==> src/rtl/quad_encoder.sv <==
// quad_encoder
// Front end for a panel rotary encoder with an integrated push switch.
// The two quadrature phases and the switch are synchronised and
// glitch-filtered. Each valid quadrature step becomes a one-clock count
// strobe plus a direction flag. The switch becomes a debounced level.
//
// Ports:
//   clk    - system clock, all logic on the rising edge
//   rst_n  - asynchronous active-low reset
//   ina    - encoder phase A, asynchronous pin
//   inb    - encoder phase B, asynchronous pin
//   sw     - push switch, asynchronous pin, active-high
//   sw_out - debounced switch level
//   dir    - direction of the most recent valid step (1 = A leads B)
//   cnt    - one-clock strobe per valid quadrature step
module quad_encoder #(
  parameter int FILT_CYCLES  = 3,
  parameter int SW_DB_CYCLES = 1000000
) (
  input  logic clk,
  input  logic rst_n,
  input  logic ina,
  input  logic inb,
  input  logic sw,
  output logic sw_out,
  output logic dir,
  output logic cnt
);

  localparam int FW  = 4;
  localparam int SWW = $clog2(SW_DB_CYCLES + 1);
  localparam logic [FW-1:0]  FILT_MAX = FW'(FILT_CYCLES);
  localparam logic [SWW-1:0] SW_MAX   = SWW'(SW_DB_CYCLES);

  // Two-flop synchronisers for the three asynchronous pins
  logic aMeta_q, aSync_q, bMeta_q, bSync_q, swMeta_q, swSync_q;

  always_ff @(posedge clk or negedge rst_n) begin
    if (!rst_n) begin
      aMeta_q  <= 1'b0;
      aSync_q  <= 1'b0;
      bMeta_q  <= 1'b0;
      bSync_q  <= 1'b0;
      swMeta_q <= 1'b0;
      swSync_q <= 1'b0;
    end else begin
      aMeta_q  <= ina;
      aSync_q  <= aMeta_q;
      bMeta_q  <= inb;
      bSync_q  <= bMeta_q;
      swMeta_q <= sw;
      swSync_q <= swMeta_q;
    end
  end

  // Phase filters: a counter runs while the synchronised level disagrees
  // with the accepted level. Once it has reached FILT_CYCLES and the
  // disagreement is still present, the new level is accepted.
  logic [FW-1:0] aCnt_q, aCnt_d, bCnt_q, bCnt_d;
  logic          aAcc_q, aAcc_d, bAcc_q, bAcc_d;

  always_comb begin
    aCnt_d = aCnt_q;
    aAcc_d = aAcc_q;
    if (aSync_q == aAcc_q) begin
      aCnt_d = '0;
    end else if (aCnt_q >= FILT_MAX) begin
      aAcc_d = aSync_q;
      aCnt_d = '0;
    end else begin
      aCnt_d = aCnt_q + FW'(1);
    end
  end

  always_comb begin
    bCnt_d = bCnt_q;
    bAcc_d = bAcc_q;
    if (bSync_q == bAcc_q) begin
      bCnt_d = '0;
    end else if (bCnt_q >= FILT_MAX) begin
      bAcc_d = bSync_q;
      bCnt_d = '0;
    end else begin
      bCnt_d = bCnt_q + FW'(1);
    end
  end

  // Switch debounce: the same scheme as the phase filters, with a long
  // hold time. The counter saturates so it can never wrap back to zero.
  logic [SWW-1:0] swCnt_q, swCnt_d;
  logic           swAcc_q, swAcc_d;

  always_comb begin
    swCnt_d = swCnt_q;
    swAcc_d = swAcc_q;
    if (swSync_q == swAcc_q) begin
      swCnt_d = '0;
    end else if (swCnt_q >= SW_MAX) begin
      swAcc_d = swSync_q;
      swCnt_d = '0;
    end else if (swCnt_q != {SWW{1'b1}}) begin
      swCnt_d = swCnt_q + SWW'(1);
    end
  end

  always_ff @(posedge clk or negedge rst_n) begin
    if (!rst_n) begin
      aCnt_q  <= '0;
      aAcc_q  <= 1'b0;
      bCnt_q  <= '0;
      bAcc_q  <= 1'b0;
      swCnt_q <= '0;
      swAcc_q <= 1'b0;
    end else begin
      aCnt_q  <= aCnt_d;
      aAcc_q  <= aAcc_d;
      bCnt_q  <= bCnt_d;
      bAcc_q  <= bAcc_d;
      swCnt_q <= swCnt_d;
      swAcc_q <= swAcc_d;
    end
  end

  // Decoder. The Gray-coded state {A,B} is mapped to a position on the
  // forward cycle 00,10,11,01 (pos[1] = B, pos[0] = A^B). The positional
  // difference modulo 4 classifies the step:
  //   1 -> forward, 3 -> reverse, 2 -> illegal (both bits moved), 0 -> idle.
  logic [1:0] prev_q, prev_d;
  logic       cnt_q, cnt_d, dir_q, dir_d;
  logic [1:0] posCur, posPrev, posDiff;

  always_comb begin
    posCur  = {bAcc_q, aAcc_q ^ bAcc_q};
    posPrev = {prev_q[0], prev_q[1] ^ prev_q[0]};
    posDiff = posCur - posPrev;
    prev_d  = {aAcc_q, bAcc_q};
    cnt_d   = 1'b0;
    dir_d   = dir_q;
    if (posDiff == 2'd1) begin
      cnt_d = 1'b1;
      dir_d = 1'b1;
    end else if (posDiff == 2'd3) begin
      cnt_d = 1'b1;
      dir_d = 1'b0;
    end
  end

  always_ff @(posedge clk or negedge rst_n) begin
    if (!rst_n) begin
      prev_q <= 2'b00;
      cnt_q  <= 1'b0;
      dir_q  <= 1'b0;
    end else begin
      prev_q <= prev_d;
      cnt_q  <= cnt_d;
      dir_q  <= dir_d;
    end
  end

  assign cnt    = cnt_q;
  assign dir    = dir_q;
  assign sw_out = swAcc_q;

endmodule

==> config.mk <==
export PLATFORM = sky130hd
export DESIGN_NAME = quad_encoder
export DESIGN_NICKNAME = d
export VERILOG_FILES = /design/src/rtl/quad_encoder.sv
export SDC_FILE = /design/constraint.sdc
export NUM_CORES = 1
export LEC_CHECK = 0
export CAP_MARGIN = 25
export CORE_ASPECT_RATIO = 1.25
export CORE_MARGIN = 2
export CORE_UTILIZATION = 59
export DETAILED_ROUTE_END_ITERATION = 8
export GPL_ROUTABILITY_DRIVEN = 0
export PLACE_DENSITY = 0.83
export SLEW_MARGIN = 20
export SYNTH_ARGS = -nofsm -noshare
export SYNTH_HDL_FRONTEND = slang
export SYNTH_SLANG_ARGS = --single-unit
==> constraint.sdc <==
create_clock -name clk -period 2.27 [get_ports clk]
set_input_delay 0.454 -clock clk [delete_from_list [all_inputs] [get_ports clk]]
set_output_delay 0.454 -clock clk [all_outputs]
set_load 0.03 [all_outputs]
==> flow_summary_export.csv <==
group,metric,value,unit
outcome,status,"complete, no violations",
final_layout,drive_gt1_share,15.4,%
clocking,ctsHoldBuffers,0,
clocking,cts-root-buf,"clkbuf_8",
synthesis,ys_types,38,
floorplanning,dieArea,3790,µm²
critical_path,worst_r2r_endpoint,"swCnt_q[18]",
floorplanning,ioPinCount,8,
clocking,ctsResizeCount,0,
placed_design,port_buffers,7,
floorplanning,core,3190,µm²
global_route,first_global_vias,1432,
critical_path,crit_chain,"ha_1 -> nand4_1 -> nor4_2 -> nor4bb_1 -> nor3_1",
power,finalPower,0.00149,W
final_layout,layout_commonest_cell,"dfrtp_1",
critical_path,path_class,"flop to flop",
clocking,clk_latency,290,ps
power,p_per_area,690,nW/µm²
clocking,cts_setup_buffers,0,
timing,setup_viol,0,
global_route,grt_antenna_before_repair,0,
timing,tightestPinTransition,847,ps
timing,slew_headroom,43.5,%
synthesis,yosysWarnings,0,
timing,hold_viol_final,0,
route,vias_per_cell,6.18,
route,wire_per_inst,14.8,µm
clocking,cts_buffer_depth,2,
synthesis,synth_seq_area_share,52.5,%
final_layout,layout.cells.non_filler,225,
final_layout,area_growth_syn_to_layout,10.4,%
clocking,clk_pin_slew_worst_paths,70,ps
critical_path,end_kind,"flop",
global_route,grt.met2_usage,38.5,%
final_layout,final_nets,198,
floorplanning,die_x,55.5,µm
timing,hold_slack,269,ps
timing,timing.fmax,524,MHz
clocking,cts-buffers-inserted,5,
flow_run,maxCapViolCount,0,
route,first_pass_iters,5,
synthesis,syn_inst,175,
timing,fin_skew,3.21,ps
clocking,cts_tree,"yes",
critical_path,rr_worst_depth,5,
route,drc_errors,0,
global_route,top_usage_layer,"met2",
placed_design,post-place-cells,218,
global_route,grt_use_met1,22.9,%
floorplanning,rows,23,
critical_path,cp-start-kind,"flop",
clocking,cts.sinks,41,
route,drt-total-wl,3320,µm
final_layout,diodes,0,
synthesis,ys.flop_type,"dfrtp_1",
critical_path,slowest_delay,450,ps
synthesis,syn-cell-area,1950,µm²
global_route,grt_pass1_wl,6260,µm
floorplanning,die_h,68.3,µm
critical_path,cp.arrival,2080,ps
synthesis,avgSynthCellArea,11.2,µm²
synthesis,ys_ff_latch,41,
global_route,grt_usage,21.7,%
critical_path,reg2reg_slack,360,ps
global_route,grt_max_degree,42,
critical_path,cp_max_fo,7,
synthesis,synth-async-reset-ratio,100,%
global_route,globalRouteMet3Util,6.24,%
synthesis,synth_edf_count,0,
final_layout,layout_common_cells,"dfrtp_1, a21oi_1, nand2_1",
timing,rsz0062_at_grt,"false",
placed_design,dp_hpwl,2410,µm
route,drt_iter0_markers,49,
route,ant_nets,0,
power,cellLeakagePower,0.936,nW
timing,min_period,1910,ps
clocking,cts_max_level,2,
timing,fin_crit_sh,84.1,%
timing,setup_tns,0,ps
floorplanning,initial_core_util,61.1,%
global_route,grt_overflow,0,
route,num_vias,1390,
final_layout,final_util,67.5,%
critical_path,slowest_stage,"dfrtp_1",
critical_path,worstPathRequired,2440,ps
power,vdd_drop_max,582,µV
timing,drv_slew,0,
hold_path,holdCritPathClass,"input pin to async pin",
critical_path,r2r-start,"swCnt_q[1]",
-- how the worst max path moves through the flow --
| stage | startpoint | end | slack (ps) | cells past startpoint |
|---|---|---|---|---|
| after floorplan | swCnt_q[0] | swCnt_q[18] | 580 | 5 |
| after global placement | swCnt_q[0] | swCnt_q[19] | 450 | 6 |
| after detailed placement | swCnt_q[0] | swCnt_q[19] | 370 | 6 |
| after CTS | swCnt_q[0] | swCnt_q[18] | 360 | 5 |
| after global routing | swCnt_q[1] | swCnt_q[18] | 160 | 5 |
| final | swCnt_q[1] | swCnt_q[18] | 360 | 5 |
-- logic make-up after synthesis --
family / synth area share (%)
flip-flops: 52.5
adder cells (fa/ha/maj): 3.20
buffers and inverters: 3.27
multiplexers: 2.31
XOR/XNOR: 3.14
other: 0.192
AO/OA/AOI/OAI: 10.9
AND/OR/NAND/NOR: 24.5
-- routing by layer --
layer | share of wire (%) | wire (µm) | vias to the layer above
met4 | 2.6 | 85 | 0
met5 | 0 | 0 | -
met3 | 4.2 | 140 | 10
met2 | 52 | 1720 | 39
li1 | - | - | 670
met1 | 42 | 1380 | 671
-- power by group --
group | switching, W | internal, W | total (W)
sequential | 0.0000249 | 0.000767 | 0.000792
combinational | 0.0000847 | 0.0000646 | 0.000149
clock | 0.000227 | 0.000319 | 0.000546
-- worst max-delay path: cells and delay by family (launching register included) --
family | cells | cell delay [ps]
fa+ha+maj | 1 | 300
simple gates | 4 | 1040
flops | 1 | 450
-- stage by stage --
stage          setup WS, ps  cell area, µm²
2_1_floorplan           577            1960
3_3_place_gp            445            2050
3_5_place_dp            369            2050
4_1_cts                 358            2160
5_1_grt                 161            2160
6_report                360            2160
-- flip-flops by register name (all words and copies together) (netlist names) --
signal / count
bSync_q: 1
aCnt_q: 4
bMeta_q: 1
bAcc_q: 1
sw_out: 1
prev_q: 2
aAcc_q: 1
swSync_q: 1
dir: 1
swCnt_q: 20
swMeta_q: 1
bCnt_q: 4
aMeta_q: 1
cnt: 1
aSync_q: 1
-- synth_stat cells (all sizes together), types with 2 or more instances --
| master | instances | share of area (%) |
|---|---|---|
| a21oi | 17 | 4.9 |
| a31oi | 5 | 1.6 |
| and3 | 6 | 1.9 |
| and4 | 3 | 1.3 |
| buf | 6 | 2.1 |
| dfrtp | 41 | 53 |
| ha | 5 | 3.2 |
| inv | 5 | 0.96 |
| mux2 | 4 | 2.3 |
| nand2 | 12 | 2.4 |
| nand3 | 5 | 1.3 |
| nand4 | 10 | 5.1 |
| nor2 | 8 | 1.5 |
| nor3 | 9 | 3.3 |
| nor4 | 4 | 2.4 |
| o21ai | 4 | 1.2 |
| o31ai | 7 | 2.7 |
| or3 | 4 | 1.3 |
| or4 | 7 | 2.7 |
| xnor2 | 2 | 0.90 |
| xor2 | 5 | 2.2 |
-- final cells by class --
class	instances	area, µm²
clock buffer	5	68.8
clock inverter	2	35.0
fill	238	1040
inverter	5	18.8
multi-input combinational	125	875
sequential	41	1030
tap	37	46.3
timing repair buffer	10	87.6
(Power assumes the default switching activity.)
